$ cat src/rtl/fu_issue_ctrl_pkg.sv
// Shared definitions for the FU issue controller: FSM states and default widths/latencies.
package fu_issue_ctrl_pkg;

   typedef enum logic [1:0] {
      ST_IDLE  = 2'd0,
      ST_ISSUE = 2'd1,
      ST_WAIT  = 2'd2
   } fu_state_t;

   localparam int unsigned DATA_W     = 32;
   localparam int unsigned TAG_W_DEF  = 5;
   localparam int unsigned FU_MUL_LAT = 7;

endpackage

$ cat src/rtl/fu_issue_ctrl_result_fifo.sv
// fu_result_fifo: DEPTH-entry result queue with synchronous clear (clear beats push/pop).
module fu_result_fifo #(
   parameter int unsigned DEPTH = 2,
   parameter int unsigned W     = 37
) (
   input  logic                   clk,
   input  logic                   rstn,
   input  logic                   clear,
   input  logic                   push,
   input  logic                   pop,
   input  logic [W-1:0]           din,
   output logic [$clog2(DEPTH):0] count,
   output logic [W-1:0]           head,
   output logic                   valid
);

   localparam int unsigned PW = $clog2(DEPTH);
   localparam int unsigned CW = PW + 1;

   logic [W-1:0]  mem [DEPTH];
   logic [PW-1:0] wr_ptr;
   logic [PW-1:0] rd_ptr;
   logic          do_push;
   logic          do_pop;

   assign valid   = (count != '0);
   assign head    = mem[rd_ptr];
   assign do_pop  = pop & valid;
   assign do_push = push & ((count < CW'(DEPTH)) | do_pop);

   // DEPTH is a power of two, so pointer wrap is the natural binary rollover
   always_ff @(posedge clk or negedge rstn) begin
      if (!rstn) begin
         wr_ptr <= '0;
         rd_ptr <= '0;
         count  <= '0;
         for (int unsigned i = 0; i < DEPTH; i++) begin
            mem[i] <= '0;
         end
      end else if (clear) begin
         wr_ptr <= '0;
         rd_ptr <= '0;
         count  <= '0;
      end else begin
         if (do_push) begin
            mem[wr_ptr] <= din;
            wr_ptr      <= wr_ptr + PW'(1);
         end
         if (do_pop) begin
            rd_ptr <= rd_ptr + PW'(1);
         end
         count <= count + CW'(do_push) - CW'(do_pop);
      end
   end

endmodule

$ cat src/rtl/fu_issue_ctrl.sv
// fu_issue_ctrl: initiator side of a multi-cycle FU EN/finish handshake, one op in flight,
// results queued in fu_result_fifo toward writeback.
module fu_issue_ctrl
   import fu_issue_ctrl_pkg::*;
#(
   parameter int unsigned FU_LAT  = FU_MUL_LAT,
   parameter int unsigned DEPTH   = 2,
   parameter int unsigned TAG_W   = TAG_W_DEF,
   parameter int unsigned TIMEOUT = 64
) (
   input  logic              clk,
   input  logic              rstn,
   input  logic              req_valid,
   output logic              req_ready,
   input  logic [DATA_W-1:0] req_a,
   input  logic [DATA_W-1:0] req_b,
   input  logic [TAG_W-1:0]  req_tag,
   input  logic              flush,
   output logic              fu_en,
   output logic [DATA_W-1:0] fu_a,
   output logic [DATA_W-1:0] fu_b,
   input  logic [DATA_W-1:0] fu_res,
   input  logic              fu_finish,
   output logic              wb_valid,
   input  logic              wb_ready,
   output logic [DATA_W-1:0] wb_data,
   output logic [TAG_W-1:0]  wb_tag,
   output logic              err_timeout
);

   localparam int unsigned CW  = $clog2(DEPTH) + 1;
   localparam int unsigned TCW = $clog2(TIMEOUT + 1);
   localparam int unsigned RW  = DATA_W + TAG_W;

   if ((TIMEOUT <= FU_LAT) || (DEPTH < 2) || ((DEPTH & (DEPTH - 1)) != 0)) begin : g_param_check
      $error("fu_issue_ctrl: illegal parameter combination");
   end

   fu_state_t        state;
   fu_state_t        state_nxt;
   logic [TCW-1:0]   wait_cnt;
   logic [TCW-1:0]   wait_cnt_nxt;
   logic             drop;
   logic             drop_nxt;
   logic             push;
   logic             timeout_hit;
   logic             fire;
   logic [TAG_W-1:0] tag_q;
   logic [CW-1:0]    fifo_count;
   logic [RW-1:0]    fifo_head;

   assign req_ready = (state == ST_IDLE) & ~flush & (fifo_count < CW'(DEPTH));
   assign fire      = req_valid & req_ready;

   // drop marks an in-flight op whose result must be thrown away; it is cleared
   // whenever WAIT is left so it never leaks into the next op
   always_comb begin
      state_nxt    = state;
      wait_cnt_nxt = wait_cnt;
      drop_nxt     = drop;
      push         = 1'b0;
      timeout_hit  = 1'b0;
      unique case (state)
         ST_IDLE: begin
            if (fire) state_nxt = ST_ISSUE;
         end
         ST_ISSUE: begin
            state_nxt    = ST_WAIT;
            wait_cnt_nxt = '0;
            if (flush) drop_nxt = 1'b1;
         end
         ST_WAIT: begin
            if (fu_finish) begin
               push      = ~drop & ~flush;
               drop_nxt  = 1'b0;
               state_nxt = ST_IDLE;
            end else if (wait_cnt == TCW'(TIMEOUT - 1)) begin
               timeout_hit  = 1'b1;
               drop_nxt     = 1'b0;
               wait_cnt_nxt = '0;
               state_nxt    = ST_IDLE;
            end else begin
               wait_cnt_nxt = wait_cnt + TCW'(1);
               if (flush) drop_nxt = 1'b1;
            end
         end
         default: state_nxt = ST_IDLE;
      endcase
   end

   always_ff @(posedge clk or negedge rstn) begin
      if (!rstn) begin
         state       <= ST_IDLE;
         wait_cnt    <= '0;
         drop        <= 1'b0;
         err_timeout <= 1'b0;
         tag_q       <= '0;
         fu_en       <= 1'b0;
         fu_a        <= '0;
         fu_b        <= '0;
      end else begin
         state       <= state_nxt;
         wait_cnt    <= wait_cnt_nxt;
         drop        <= drop_nxt;
         err_timeout <= err_timeout | timeout_hit;
         fu_en       <= fire;
         if (fire) begin
            tag_q <= req_tag;
            fu_a  <= req_a;
            fu_b  <= req_b;
         end
      end
   end

   fu_result_fifo #(
      .DEPTH (DEPTH),
      .W     (RW)
   ) u_fifo (
      .clk   (clk),
      .rstn  (rstn),
      .clear (flush),
      .push  (push),
      .pop   (wb_ready),
      .din   ({fu_res, tag_q}),
      .count (fifo_count),
      .head  (fifo_head),
      .valid (wb_valid)
   );

   assign wb_data = fifo_head[RW-1:TAG_W];
   assign wb_tag  = fifo_head[TAG_W-1:0];

endmodule

$ cat config.mk
export PLATFORM = sky130hd
export DESIGN_NAME = fu_issue_ctrl
export DESIGN_NICKNAME = d
export VERILOG_FILES = /design/src/rtl/fu_issue_ctrl_pkg.sv /design/src/rtl/fu_issue_ctrl_result_fifo.sv /design/src/rtl/fu_issue_ctrl.sv
export SDC_FILE = /design/constraint.sdc
export NUM_CORES = 1
export LEC_CHECK = 0
export CAP_MARGIN = 20
export CORE_ASPECT_RATIO = 0.6
export CORE_MARGIN = 5
export CORE_UTILIZATION = 52
export CTS_BUF_LIST = sky130_fd_sc_hd__clkbuf_4 sky130_fd_sc_hd__clkbuf_8
export CTS_CLUSTER_DIAMETER = 100
export DETAILED_ROUTE_END_ITERATION = 10
export PLACE_DENSITY_LB_ADDON = 0.05
export RECOVER_POWER = 50
export SYNTH_ARGS = -nofsm -noshare
export SYNTH_HDL_FRONTEND = slang
export SYNTH_HIERARCHICAL = 1
export SYNTH_SLANG_ARGS = --single-unit
$ cat constraint.sdc
create_clock -name clk -period 5.6 [get_ports clk]
set_input_delay 1.68 -clock clk [delete_from_list [all_inputs] [get_ports clk]]
set_output_delay 1.68 -clock clk [all_outputs]
set_load 0.05 [all_outputs]
Yosys cells after proc, flatten, opt, wreduce, memory -nomap -nowiden

Index checks and enable logic that the tools add are counted.

Register bits: 159
Input bits: 107
Output and inout bits: 105
Word-level logic and storage cells: 76

Add/sub/neg operators: 5
Order comparisons: 4
Eq/ne operators: 6
Mux-type cells: 27
Bitwise logic cells: 12
Reductions and logical operators: 9

Operators by type and width:

| operator            | number |
|---|---|
| $mux 37             | 4 |
| $bwmux 74           | 1 |
| $demux 37 s1        | 1 |
| $mux 7              | 2 |
| $pmux 7 s2          | 1 |
| $mux 1              | 12 |
| $mux 2              | 4 |
| $reduce_bool 2->1   | 4 |
| $add 7x1->7 const B | 1 |
| $eq 7x6->1 const B  | 1 |
| $and 1x1->1         | 6 |
| $pmux 2 s3          | 1 |
| $reduce_and 2->1    | 3 |
| $ge 2x2->1 const B  | 2 |
| $ne 2x2->1 const B  | 2 |
| $not 1->2           | 2 |
| $ne 3x3->1 const B  | 1 |
| $add 1x1->1 const B | 2 |
| $add 2x1->2         | 1 |
| $eq 2x1->1 const B  | 1 |
| $eq 2x2->1 const B  | 1 |
| $logic_not 2->1     | 1 |
| $lt 2x1->1 const B  | 1 |
| $lt 2x2->1 const B  | 1 |
| 5 further kinds     | 7 |

Longest topological paths before layout

Depth in word-level cells: 8
Gate-level depth with buffers: 11
Depth with buffers taken out: 10

Hierarchy

Netlist, hierarchy kept.

Modules (own cells, without submodules):

| module         | instances | cells each | area an instance (µm²) | seq. area each (µm²) |
|---|---|---|---|---|
| fu_result_fifo | 1         | 220        | 3420.8                 | 1951.9 |
| fu_issue_ctrl  | 1         | 211        | 3288.2                 | 2026.9 |

Least setup slack after synthesis

No wires, ideal clock.

Path kind: input -> output
From: in flush
To: out req_ready
Arrival: 2363 ps
Required time: 3920 ps
Slack: 1557 ps
Stages on the path: 1
Buffers on the path: 0
Path through: nor3b_2

Longest elaborated chain between the ends: 3

RTL lines:

| what                      | RTL line            | RTL |
|---|---|---|
| start, declared           | fu_issue_ctrl.sv:18 | `input logic flush,` |
| $not 1->1 (no line)       | n/a                 |  |
| $and 1x1->1 (2 in series) | fu_issue_ctrl.sv:52 | `assign req_ready = (state == ST_IDLE) & ~flush & (fifo_count < CW'(DEPTH));` |
| end, declared             | fu_issue_ctrl.sv:14 | `output logic req_ready,` |

No other way between the ends.

Worst setup path after layout

Ends and elaborated chain as after synthesis.

==> key figures <==
Status
  • Run status: complete, but fails checks
  • Failing checks: capacitance limit, slew limit

Pwr
  • Cell internal pwr: slightly below 3 mW
  • Switching Share: between 40% and 50%
  • Clock group share of total power: 15.7%
  • Total power: just over 5 mW
  • Power density over the cells: between 500 and 600 nW/um^2
  • Combinational power share: slightly above 50%
  • Static leakage: 4.11 nW
  • Sw power: around 2.3 mW
  • Max VDD drop: between 0.3 and 0.4 mV
  • Sequential share of power: about a third

Global routing
  • First-pass GRT wire length: roughly 25000 um
  • Largest net degree at the start of global routing: 86
  • Number of global-route vias before repair: around 4700
  • GRT Overall Usage: about a fifth
  • Grt total ovfl: 0
  • Antenna violations before repair: 0

Clock network
  • CTS Root Cell: clkbuf_8
  • CTS resizes: 0
  • Post-CTS setup buffer count: 0
  • CTS Hold Bufs: 0
  • Clock insertion delay at the later pin of the skew report: approximately 430 ps
  • Clock slew at reported path FFs: ~80 ps
  • CTS H-tree depth: 4
  • CTS tree: built
  • CTS sink count: 159
  • Max clock buf depth: 2
  • Inserted Clock Buffers: 17

Die
  • Core ar.: approximately 13000 sq um
  • Chip width: 157 um
  • Die height: ~98 um
  • Num ports: between 200 and 250
  • Initial Util: between 50% and 60%
  • Row count: 32
  • Die area: between 15000 and 20000 sq um

Logic synthesis
  • Syn nets: around 550
  • Ys async rst share: 100%
  • Yosys warns: 6
  • Post-synthesis sequential area ratio: between 50% and 60%
  • Yosys cell types: 38
  • Post-synthesis instance area: about 6700 sq um
  • EDFF count, synth: 0
  • Post-Syn Instances: approximately 430
  • Yosys reg bits: 159
  • Syn avg cell area: 15.6 sq um
  • Synth Flop Type: dfrtp_1

Finish
  • Most common cell after layout, fill and taps aside: clkdlybuf4s50_1
  • Share of post-route cells with drive strength above 1: between 30% and 40%
  • Multi-input gate area: between 2000 and 3000 sq um
  • Register Area: 3980 sq um
  • ANT cells: 0
  • Filler instances: between 800 and 900
  • Nets: between 700 and 800
  • Commonest non-fill, non-tap cells in the layout: clkdlybuf4s50_1 (207), mux2_2 (176), dfrtp_1 (159)
  • Area growth syn-to-layout: 37.9%

Timing
  • Slew HR: -43.6%
  • Final setup viols: 0
  • Worst Skew: around 18 ps
  • Crit path time final: between 4000 and 5000 ps
  • Slew Limit Fails: 232
  • Final Hold Fails: 0
  • RSZ-0062 raised after global routing: false
  • Fmax: 0.204 GHz
  • Worst-Margin Slew: 2150 ps
  • Part of the cycle the worst path needs: approximately 90%
  • Setup TNS: 0 ps

Run
  • Max_cap viols: 4

Routing
  • Vias/cell: 5.10
  • Residual DRC: 0
  • Via Count: between 4000 and 5000
  • Routed wire length: approximately 15000 um
  • Antenna viol nets, final: 0
  • WL/cell: 18.2 um
  • Drt pass-1 iters: 4
  • Initial detailed-routing violation count: roughly 110

Setup path
  • FF-to-FF setup slack: about 2400 ps
  • CP arrival: roughly 3200 ps
  • Crit. End Element: output port
  • Critical path class: in2out
  • Setup crit start kind: input port
  • Crit path required time: ~3900 ps
  • Critical path peak fanout: 2

Placement
  • Hpwl dp: approximately 11000 um
  • Port Buffers: 211
  • Routability congestion estimate from global placement: 0.776

Hold path
  • Hold WC Path Type: reg2reg
## cells by family after synthesis
group	Yosys count	share of synthesized area, %
muxes	182	30.5
DFF	159	59.3
and+or+nand+nor	33	3.06
buffers and inverters	27	3.21
AOI/OAI and AO/OA	20	2.18
adders and majority gates	7	1.31
xor gates and xnor gates	3	0.392
## metrics by stage
step / std cells / utilization (%) / setup WS, ps / hold slack, ps / area (sq um)
after floorplan: 431 / - / 1560 / 454 / 6710
after global placement: 799 / 69.9 / 775 / 445 / 8900
after detailed placement: 799 / 69.9 / 693 / 470 / 8900
after CTS: 831 / 72.9 / 682 / 494 / 9280
after global routing: 831 / 72.7 / 500 / 512 / 9250
final: 831 / 72.7 / 697 / 489 / 9250
## Yosys cell counts (2+ instances only)
cell / n / area (sq um)
a21oi_1: 3 / 15.0
a31oi_1: 3 / 18.8
buf_1: 2 / 7.51
buf_2: 5 / 25.0
buf_6: 10 / 113
dfrtp_1: 159 / 3980
ha_1: 7 / 87.6
inv_1: 7 / 26.3
mux2_1: 6 / 67.6
mux2_2: 176 / 1980
nand2_1: 7 / 26.3
nand2b_1: 3 / 18.8
nand3_1: 3 / 15.0
nor2_1: 5 / 18.8
nor2b_1: 2 / 12.5
nor3_1: 3 / 15.0
o21ai_0: 6 / 30.0
or2_2: 3 / 18.8
xnor2_1: 2 / 17.5
## power by group through the flow
| stage | combinational, mW | sequential [mW] | clock [mW] |
|---|---|---|---|
| floorplan | 0.990 | 2.53 | 0 |
| global placement | 2.65 | 1.71 | 0 |
| detailed placement | 2.68 | 1.73 | 0 |
| CTS | 2.69 | 1.71 | 0.842 |
| global route | 2.78 | 1.76 | 0.888 |
| finish | 2.67 | 1.71 | 0.812 |
## cell type report
cell class                      instances  share of cell area [%]
Multi-Input combinational cell        245                    27.0
Clock inverter                         13                    1.39
Sequential cell                       159                    43.0
Inverter                                7                   0.284
Timing Repair Buffer                  218                    23.2
Clock buffer                           19                    2.76
Tap cell                              170                    2.30
## metal layers
| metal | global-route usage, % | up-vias | wire length, um |
|---|---|---|---|
| met3 | 7.71 | 14 | 1170 |
| met5 | 0 | - | 0 |
| met2 | 34.9 | 118 | 7820 |
| met1 | 24.3 | 2137 | 5950 |
| met4 | 5.60 | 0 | 172 |
| li1 | - | 1967 | - |
## worst paths after layout
check / to / from / depth (start not counted)
min in group asynchronous: fu_a[9] / rstn / 1
min reg2reg: err_timeout / err_timeout / 1
min: err_timeout / err_timeout / 1
max reg2reg: u_fifo/mem[16] / state[0] / 7
max in group asynchronous: u_fifo/mem[11] / rstn / 2
max: req_ready / flush / 3
## critical path, cell delays in order
cell and delay, ps:
clkdlybuf4s50_1 450, nor3b_2 250, clkdlybuf4s50_1 840
## registers in the layout (all words and copies together), names as in the netlist
name	count
fu_b	32
fu_a	32
fu_en	1
tag_q	5
err_timeout	1
u_fifo/wr_ptr	1
wait_cnt	7
drop	1
u_fifo/rd_ptr	1
state	2
u_fifo/mem	74
u_fifo/count	2
(Power assumes the default switching activity.)
